==> src/rtl/wbwalker_multi.sv <==
// Wishbone-controlled LED walker with NLEDS outputs.
// Two registers: CTRL (addr 0) starts/aborts a walk and reads back status,
// DIV (addr 1) sets the number of clocks each LED element is held.
// Bus handshake: a request is taken when i_cyc && i_stb && !o_stall; o_ack
// rises exactly one cycle later. Only a start write while a walk is running
// stalls; reads, DIV writes and aborts are always taken.
module wbwalker_multi #(
   parameter int NLEDS       = 8,
   parameter int DEFAULT_DIV = 50_000_000
) (
   input  logic             i_clk,
   input  logic             i_reset_n,
   input  logic             i_cyc,
   input  logic             i_stb,
   input  logic             i_we,
   input  logic             i_addr,
   input  logic [31:0]      i_data,
   output logic             o_stall,
   output logic             o_ack,
   output logic [31:0]      o_data,
   output logic [NLEDS-1:0] o_led,
   output logic             o_done
);

   localparam logic [7:0] LAST = 8'(NLEDS - 1);

   typedef enum logic {ST_IDLE = 1'b0, ST_WALK = 1'b1} state_t;

   state_t      state, nxt_state;
   logic [1:0]  mode, nxt_mode;
   logic [7:0]  passes, nxt_passes;
   logic [7:0]  pos, nxt_pos;
   logic        dir, nxt_dir;       // bounce only: 1 once heading back down
   logic [31:0] cnt, nxt_cnt;
   logic [31:0] div;
   logic        nxt_done;

   logic        busy, accept, wr_ctrl, wr_div, abort_req, start_req;
   logic        strobe, at_last, is_asc, is_desc;
   logic [31:0] div_m1, status;
   logic        unused_ok;

   assign busy      = (state == ST_WALK);
   assign o_stall   = busy && i_we && !i_addr && !i_data[31];
   assign accept    = i_cyc && i_stb && !o_stall;
   assign wr_ctrl   = accept && i_we && !i_addr;
   assign wr_div    = accept && i_we && i_addr;
   assign abort_req = wr_ctrl && i_data[31];
   assign start_req = wr_ctrl && !i_data[31] && !busy;

   // Mode 3 walks like bounce; only 1 and 2 are sweeps.
   assign is_asc  = (mode == 2'd1);
   assign is_desc = (mode == 2'd2);

   // A DIV of 0 behaves as 1; >= lets a shrunk DIV take effect immediately.
   assign div_m1 = (div == 32'd0) ? 32'd0 : div - 32'd1;
   assign strobe = busy && (cnt >= div_m1);

   // Last element of the current sequence.
   always_comb begin
      if (is_asc)       at_last = (pos == LAST);
      else if (is_desc) at_last = (pos == 8'd0);
      else              at_last = (NLEDS == 1) || (dir && pos == 8'd0);
   end

   assign status = busy ? {1'b1, 5'b0, mode, passes, 8'b0, pos} : 32'd0;

   assign unused_ok = ^{i_data[30:16], i_data[7:2]};

   // Next walk state: abort beats strobe, start only from idle.
   always_comb begin
      nxt_state  = state;
      nxt_mode   = mode;
      nxt_passes = passes;
      nxt_pos    = pos;
      nxt_dir    = dir;
      nxt_cnt    = cnt;
      nxt_done   = 1'b0;
      if (abort_req && busy) begin
         nxt_state  = ST_IDLE;
         nxt_passes = 8'd0;
         nxt_pos    = 8'd0;
         nxt_dir    = 1'b0;
         nxt_cnt    = 32'd0;
      end else if (start_req) begin
         nxt_state  = ST_WALK;
         nxt_mode   = i_data[1:0];
         nxt_passes = (i_data[15:8] == 8'd0) ? 8'd1 : i_data[15:8];
         nxt_pos    = (i_data[1:0] == 2'd2) ? LAST : 8'd0;
         nxt_dir    = 1'b0;
         nxt_cnt    = 32'd0;
      end else if (strobe) begin
         nxt_cnt = 32'd0;
         if (at_last) begin
            if (passes > 8'd1) begin
               nxt_passes = passes - 8'd1;
               nxt_pos    = is_desc ? LAST : 8'd0;
               nxt_dir    = 1'b0;
            end else begin
               nxt_state  = ST_IDLE;
               nxt_passes = 8'd0;
               nxt_pos    = 8'd0;
               nxt_dir    = 1'b0;
               nxt_done   = 1'b1;
            end
         end else if (is_asc) begin
            nxt_pos = pos + 8'd1;
         end else if (is_desc) begin
            nxt_pos = pos - 8'd1;
         end else if (!dir && pos == LAST) begin
            nxt_dir = 1'b1;
            nxt_pos = pos - 8'd1;
         end else if (!dir) begin
            nxt_pos = pos + 8'd1;
         end else begin
            nxt_pos = pos - 8'd1;
         end
      end else if (busy) begin
         nxt_cnt = cnt + 32'd1;
      end
   end

   // Register walk state, bus responses and the LED/done outputs.
   always_ff @(posedge i_clk or negedge i_reset_n) begin
      if (!i_reset_n) begin
         state  <= ST_IDLE;
         mode   <= 2'd0;
         passes <= 8'd0;
         pos    <= 8'd0;
         dir    <= 1'b0;
         cnt    <= 32'd0;
         div    <= 32'(DEFAULT_DIV);
         o_ack  <= 1'b0;
         o_data <= 32'd0;
         o_led  <= '0;
         o_done <= 1'b0;
      end else begin
         state  <= nxt_state;
         mode   <= nxt_mode;
         passes <= nxt_passes;
         pos    <= nxt_pos;
         dir    <= nxt_dir;
         cnt    <= nxt_cnt;
         o_done <= nxt_done;
         o_ack  <= accept;
         o_led  <= (nxt_state == ST_WALK) ? (NLEDS'(1) << nxt_pos) : '0;
         if (wr_div)
            div <= i_data;
         if (accept)
            o_data <= i_we ? 32'd0 : (i_addr ? div : status);
      end
   end

endmodule
==> config.mk <==
export PLATFORM = sky130hd
export DESIGN_NAME = wbwalker_multi
export DESIGN_NICKNAME = d
export VERILOG_FILES = /design/src/rtl/wbwalker_multi.sv
export SDC_FILE = /design/constraint.sdc
export NUM_CORES = 1
export LEC_CHECK = 0
export ABC_AREA = 1
export CAP_MARGIN = 20
export CORE_UTILIZATION = 35
export CTS_CLUSTER_DIAMETER = 150
export CTS_CLUSTER_SIZE = 20
export DETAILED_ROUTE_END_ITERATION = 12
export GPL_TIMING_DRIVEN = 0
export PLACE_DENSITY = 0.56
export SYNTH_ARGS = -nofsm -noshare
export SYNTH_HDL_FRONTEND = slang
export SYNTH_SLANG_ARGS = --single-unit
==> constraint.sdc <==
create_clock -name i_clk -period 4.6 [get_ports i_clk]
set_input_delay 1.38 -clock i_clk [delete_from_list [all_inputs] [get_ports i_clk]]
set_output_delay 1.38 -clock i_clk [all_outputs]
set_load 0.03 [all_outputs]
==> metrics.md <==
| Metric | Value |
|---|---|
| Detailed router's first-iteration violation count | 383 |
| Area added between synthesis and finish | 23.9% |
| Fin crit share | 97.0% |
| Pre-CTS setup slack | 22.1 ps |
| Class of the most critical hold timing path | reg2reg |
| Critical Path, Cell by Cell | clkdlybuf4s50_1 > nor2_2 > nand3_2 > inv_1 > clkdlybuf4s50_1 |
| Synth Register Bits | 126 |
| Worst hold slack across all endpoints | 481 ps |
| Fraction of layout cells with a size suffix above 1 | 10.3% |
| Number of global-route vias before repair | 7322 |
| Clk buf depth | 2 |
| Hold path endpoint | o_data[29] |
| Number of cells produced by synthesis | 1031 |
| Number of antenna cells inserted | 0 |
| Leakage power of the design | 4.50 nW |
| GRT Resource Usage Total | 22.1% |
| Routability congestion estimate | 0.887 |
| Area contributors post-synth | sky130_fd_sc_hd__dfrtp_1 36%, sky130_fd_sc_hd__nand2_1 8.9%, sky130_fd_sc_hd__inv_1 6.3%, sky130_fd_sc_hd__ha_1 6.2%, sky130_fd_sc_hd__nand3_1 5.6% |
| Time the final worst path needs with I/O delays and setup | 4460 ps |
| Area of the multi-input gates | 4110 um2 |
| Final worst-path setup slack | 137 ps |
| DRC violations left | 4 |
| DR vias | 7485 |
| Sink count of the clock tree | 126 |
| Total number of nets in the final design | 1213 |
| R2R depth | 29 |
| Total congestion overflow | 0 |
| Cell chosen for the clock root | sky130_fd_sc_hd__clkbuf_16 |
| Number of ports placed on the die boundary | 81 |
| Worst-skew pair later-pin latency | 440 ps |
| Flop2flop setup slack | 400 ps |
| Routed Wire Length | 24600 um |
| Startpoint class of the critical path | input pin |
| Std cell rows | 54 |
| Failing checks | design-rule violations |
| Hold wc startpoint | o_data[29] |
| Min-Delay Path Depth | 2 |
| Fraction of the yosys area taken by sequential cells | 40.1% |
| Combined area of all synthesized cells | 7900 um2 |
| Nature of the critical path endpoint | output port |
| Maximum number of pins on one net before global-route repair | 91 |
| Main combinational cell family by area after synthesis | simple AND/OR/NAND/NOR gates |
| Footprint of the flip-flops and latches | 3170 um2 |
| Detailed Routing Iterations Pass 1 | 10 |
| Post-Synth Simple-Gate Area | 27.7% |
| Max-cap violation count | 0 |
| Inserted Clock Buffers | 17 |
| Count of synthesis-stage warnings from yosys | 0 |
| Tightest Pin Transition | 600 ps |
| First-pass GRT wire length | 39700 um |
| Fin. Hold Viols | 0 |
| Leading cell types in the layout, fill and taps excluded | 188 x sky130_fd_sc_hd__nand2_1, 133 x sky130_fd_sc_hd__inv_1, 114 x sky130_fd_sc_hd__dfrtp_1, 102 x sky130_fd_sc_hd__nor2_1, 87 x sky130_fd_sc_hd__nand3_1 |
| Endpoint of the most critical register-to-register path | o_led[3] |
| Multiplexer share of the synthesized area | 0% |
| Total buffers and inverters traversed by the critical path | 3 |
| Count of H-tree levels built during CTS | 4 |
| Most common cell after layout, fill and taps aside | sky130_fd_sc_hd__nand2_1 |
| Areal power density over the cells | 421 nW/um2 |
| Mean Syn Cell Area | 7.66 um2 |
| Adder and majority cell fraction of the synthesized area | 6.17% |
| Full die area | 23200 um2 |
| Slowest cell on crit path | sky130_fd_sc_hd__clkdlybuf4s50_1 |
| Final routed wire length divided by cell count | 17.2 um |
| Most common cell on crit path | sky130_fd_sc_hd__clkdlybuf4s50_1 |
| Max-Slew Margin vs Limit | 59.9% |
| Share of the synthesized area in compound gates (AO/OA/AOI/OAI) | 13.4% |
| Start-to-end type of the worst setup path | in2out |
| IR drop worst, VDD | 223 uV |
| Final-report setup violation count | 0 |
| Final Instance Count excl. Fillers | 1429 |
| Highest cell delay on the worst timing path | 660 ps |
| Worst EP required | 3220 ps |
| Cells after DPL | 1392 |
| Family with the most delay on the worst path | buffers and inverters |
| Count of hold buffers inserted by post-cts repair | 0 |
| Synth async-reset ratio | 100% |
| Placeable core area | 22000 um2 |
| CTS tree | built |
| Final clock skew | 15.6 ps |
| Cell accounting for the most synthesized area | sky130_fd_sc_hd__dfrtp_1 |
| Number of antenna violations at the first check in global routing | 0 |
| Sum of net half-perimeters after detailed placement | 18900 um |
| Unique masters post-synth | 47 |
| Initial core utilization | 36.0% |
| Share of Yosys cell area claimed by the top area cell type | 36.1% |
| Source of the worst register-to-register timing path | div[2] |
| Post-Synth XOR/XNOR Area | 4.10% |
| Run status | finished with violations |
| Fmax | 224 MHz |
| Number of nets in the synthesized netlist | 1108 |
| Die Width | 152 um |
| Via density | 5.24 |
| Post-synth EDFFs | 0 |
| Data arrival time at the worst-slack endpoint | 3080 ps |
| Post-synth top flop | sky130_fd_sc_hd__dfrtp_1 |
| Number of buffers inserted by port buffering | 80 |
| Chip height | 152 um |
| Clock transition at path regs | 60 ps |
| Critical path peak fanout | 6 |
| Fill cell instance count of the final layout | 2261 |
| Number of nets still failing antenna checks after routing | 0 |
| Max-slew violation total from the final report | 0 |
## per-stage QoR
stage / setup TNS, ps / total power, mW / utilization [%] / cell area (um2)
global placement: -377100 / 2.69 / 41.2 / 9050
finish: 0 / 4.13 / 44.6 / 9790
global route: -10.5 / 4.37 / 44.6 / 9790
floorplan: 0 / 2.25 / - / 7900
CTS: 0 / 4.14 / 44.2 / 9700
detailed placement: 0 / 2.70 / 41.4 / 9080
## cell type report
cell class,count,share of cell area (%)
flip-flops and latches,126,32.4
multi-input cells,729,42.0
plain buffers,27,1.25
inverters,149,5.71
clock buffers,17,4.35
repair buffers,86,8.86
clock inverters,15,1.90
well taps,280,3.58
## power by group
| part | total [mW] | internal, mW | switching, mW |
|---|---|---|---|
| clock | 1.43 | 0.828 | 0.598 |
| combinational | 1.25 | 0.440 | 0.808 |
| sequential | 1.45 | 1.29 | 0.157 |
| total | 4.13 | 2.56 | 1.56 |
## sequential cells by signal (all words and copies together), names as in the netlist
name,count
cnt,32
div,32
o_data,32
o_led,8
passes,8
pos,8
mode,2
busy,1
dir,1
o_ack,1
o_done,1
## synth_stat cells, types with 3 or more instances
cell                        instances
sky130_fd_sc_hd__nand2_1          188
sky130_fd_sc_hd__inv_1            133
sky130_fd_sc_hd__dfrtp_1          114
sky130_fd_sc_hd__nor2_1           105
sky130_fd_sc_hd__nand3_1           89
sky130_fd_sc_hd__o21ai_0           50
sky130_fd_sc_hd__a21oi_1           49
sky130_fd_sc_hd__ha_1              39
sky130_fd_sc_hd__xor2_1            35
sky130_fd_sc_hd__nor3_1            25
sky130_fd_sc_hd__o22ai_1           20
sky130_fd_sc_hd__clkbuf_1          19
sky130_fd_sc_hd__nand4_1           19
sky130_fd_sc_hd__o221ai_1          17
sky130_fd_sc_hd__inv_2             16
sky130_fd_sc_hd__o21ai_1           14
sky130_fd_sc_hd__dfstp_2           12
sky130_fd_sc_hd__nor2_2            12
sky130_fd_sc_hd__nor4_1            11
sky130_fd_sc_hd__buf_2              7
sky130_fd_sc_hd__nand2_2            7
sky130_fd_sc_hd__o2111ai_1          7
sky130_fd_sc_hd__nand3_2            5
sky130_fd_sc_hd__o32ai_1            4
sky130_fd_sc_hd__o211ai_1           3
sky130_fd_sc_hd__o21a_1             3
## timing repair
item                       in CTS  in global routing
gates resized for setup         1                 15
pin swaps                       0                  3
setup buffers                   0                  5
setup endpoints to repair       1                 41
## worst min-delay path, delay by kind of cell, from the launching register on
family          cells  cell delay, ps
flops               1             340
compound gates      1              60
simple gates        1              50
## routing by layer
metal	track usage, %	wire length (um)	vias to the layer above
li1	-	-	3675
met1	30.1	11700	3604
met2	35.5	11500	177
met3	4.47	1160	29
met4	6.07	325	0
met5	0	0	-
## cell families (layout without fill, tap and decap cells)
kind of cell             after synthesis  count (layout)
AND/OR/NAND/NOR                      477             477
buffers and inverters                176             294
AO/OA/AOI/OAI                        176             176
adder cells (fa/ha/maj)               39              39
XOR/XNOR                              37              37
flip-flops                           126             126
## worst max path at each step
stage               startpoint  cells after the start  slack [ps]       end
finish                  i_addr                      5         140   o_stall
global route            div[2]                     29          -7  o_led[5]
CTS                     div[2]                     28         110  o_led[3]
detailed placement      div[0]                     27          20  o_led[3]
global placement     i_reset_n                      1       -3170  o_led[1]
floorplan               div[1]                     27        1060  o_led[0]
(Power assumes the default switching activity.)
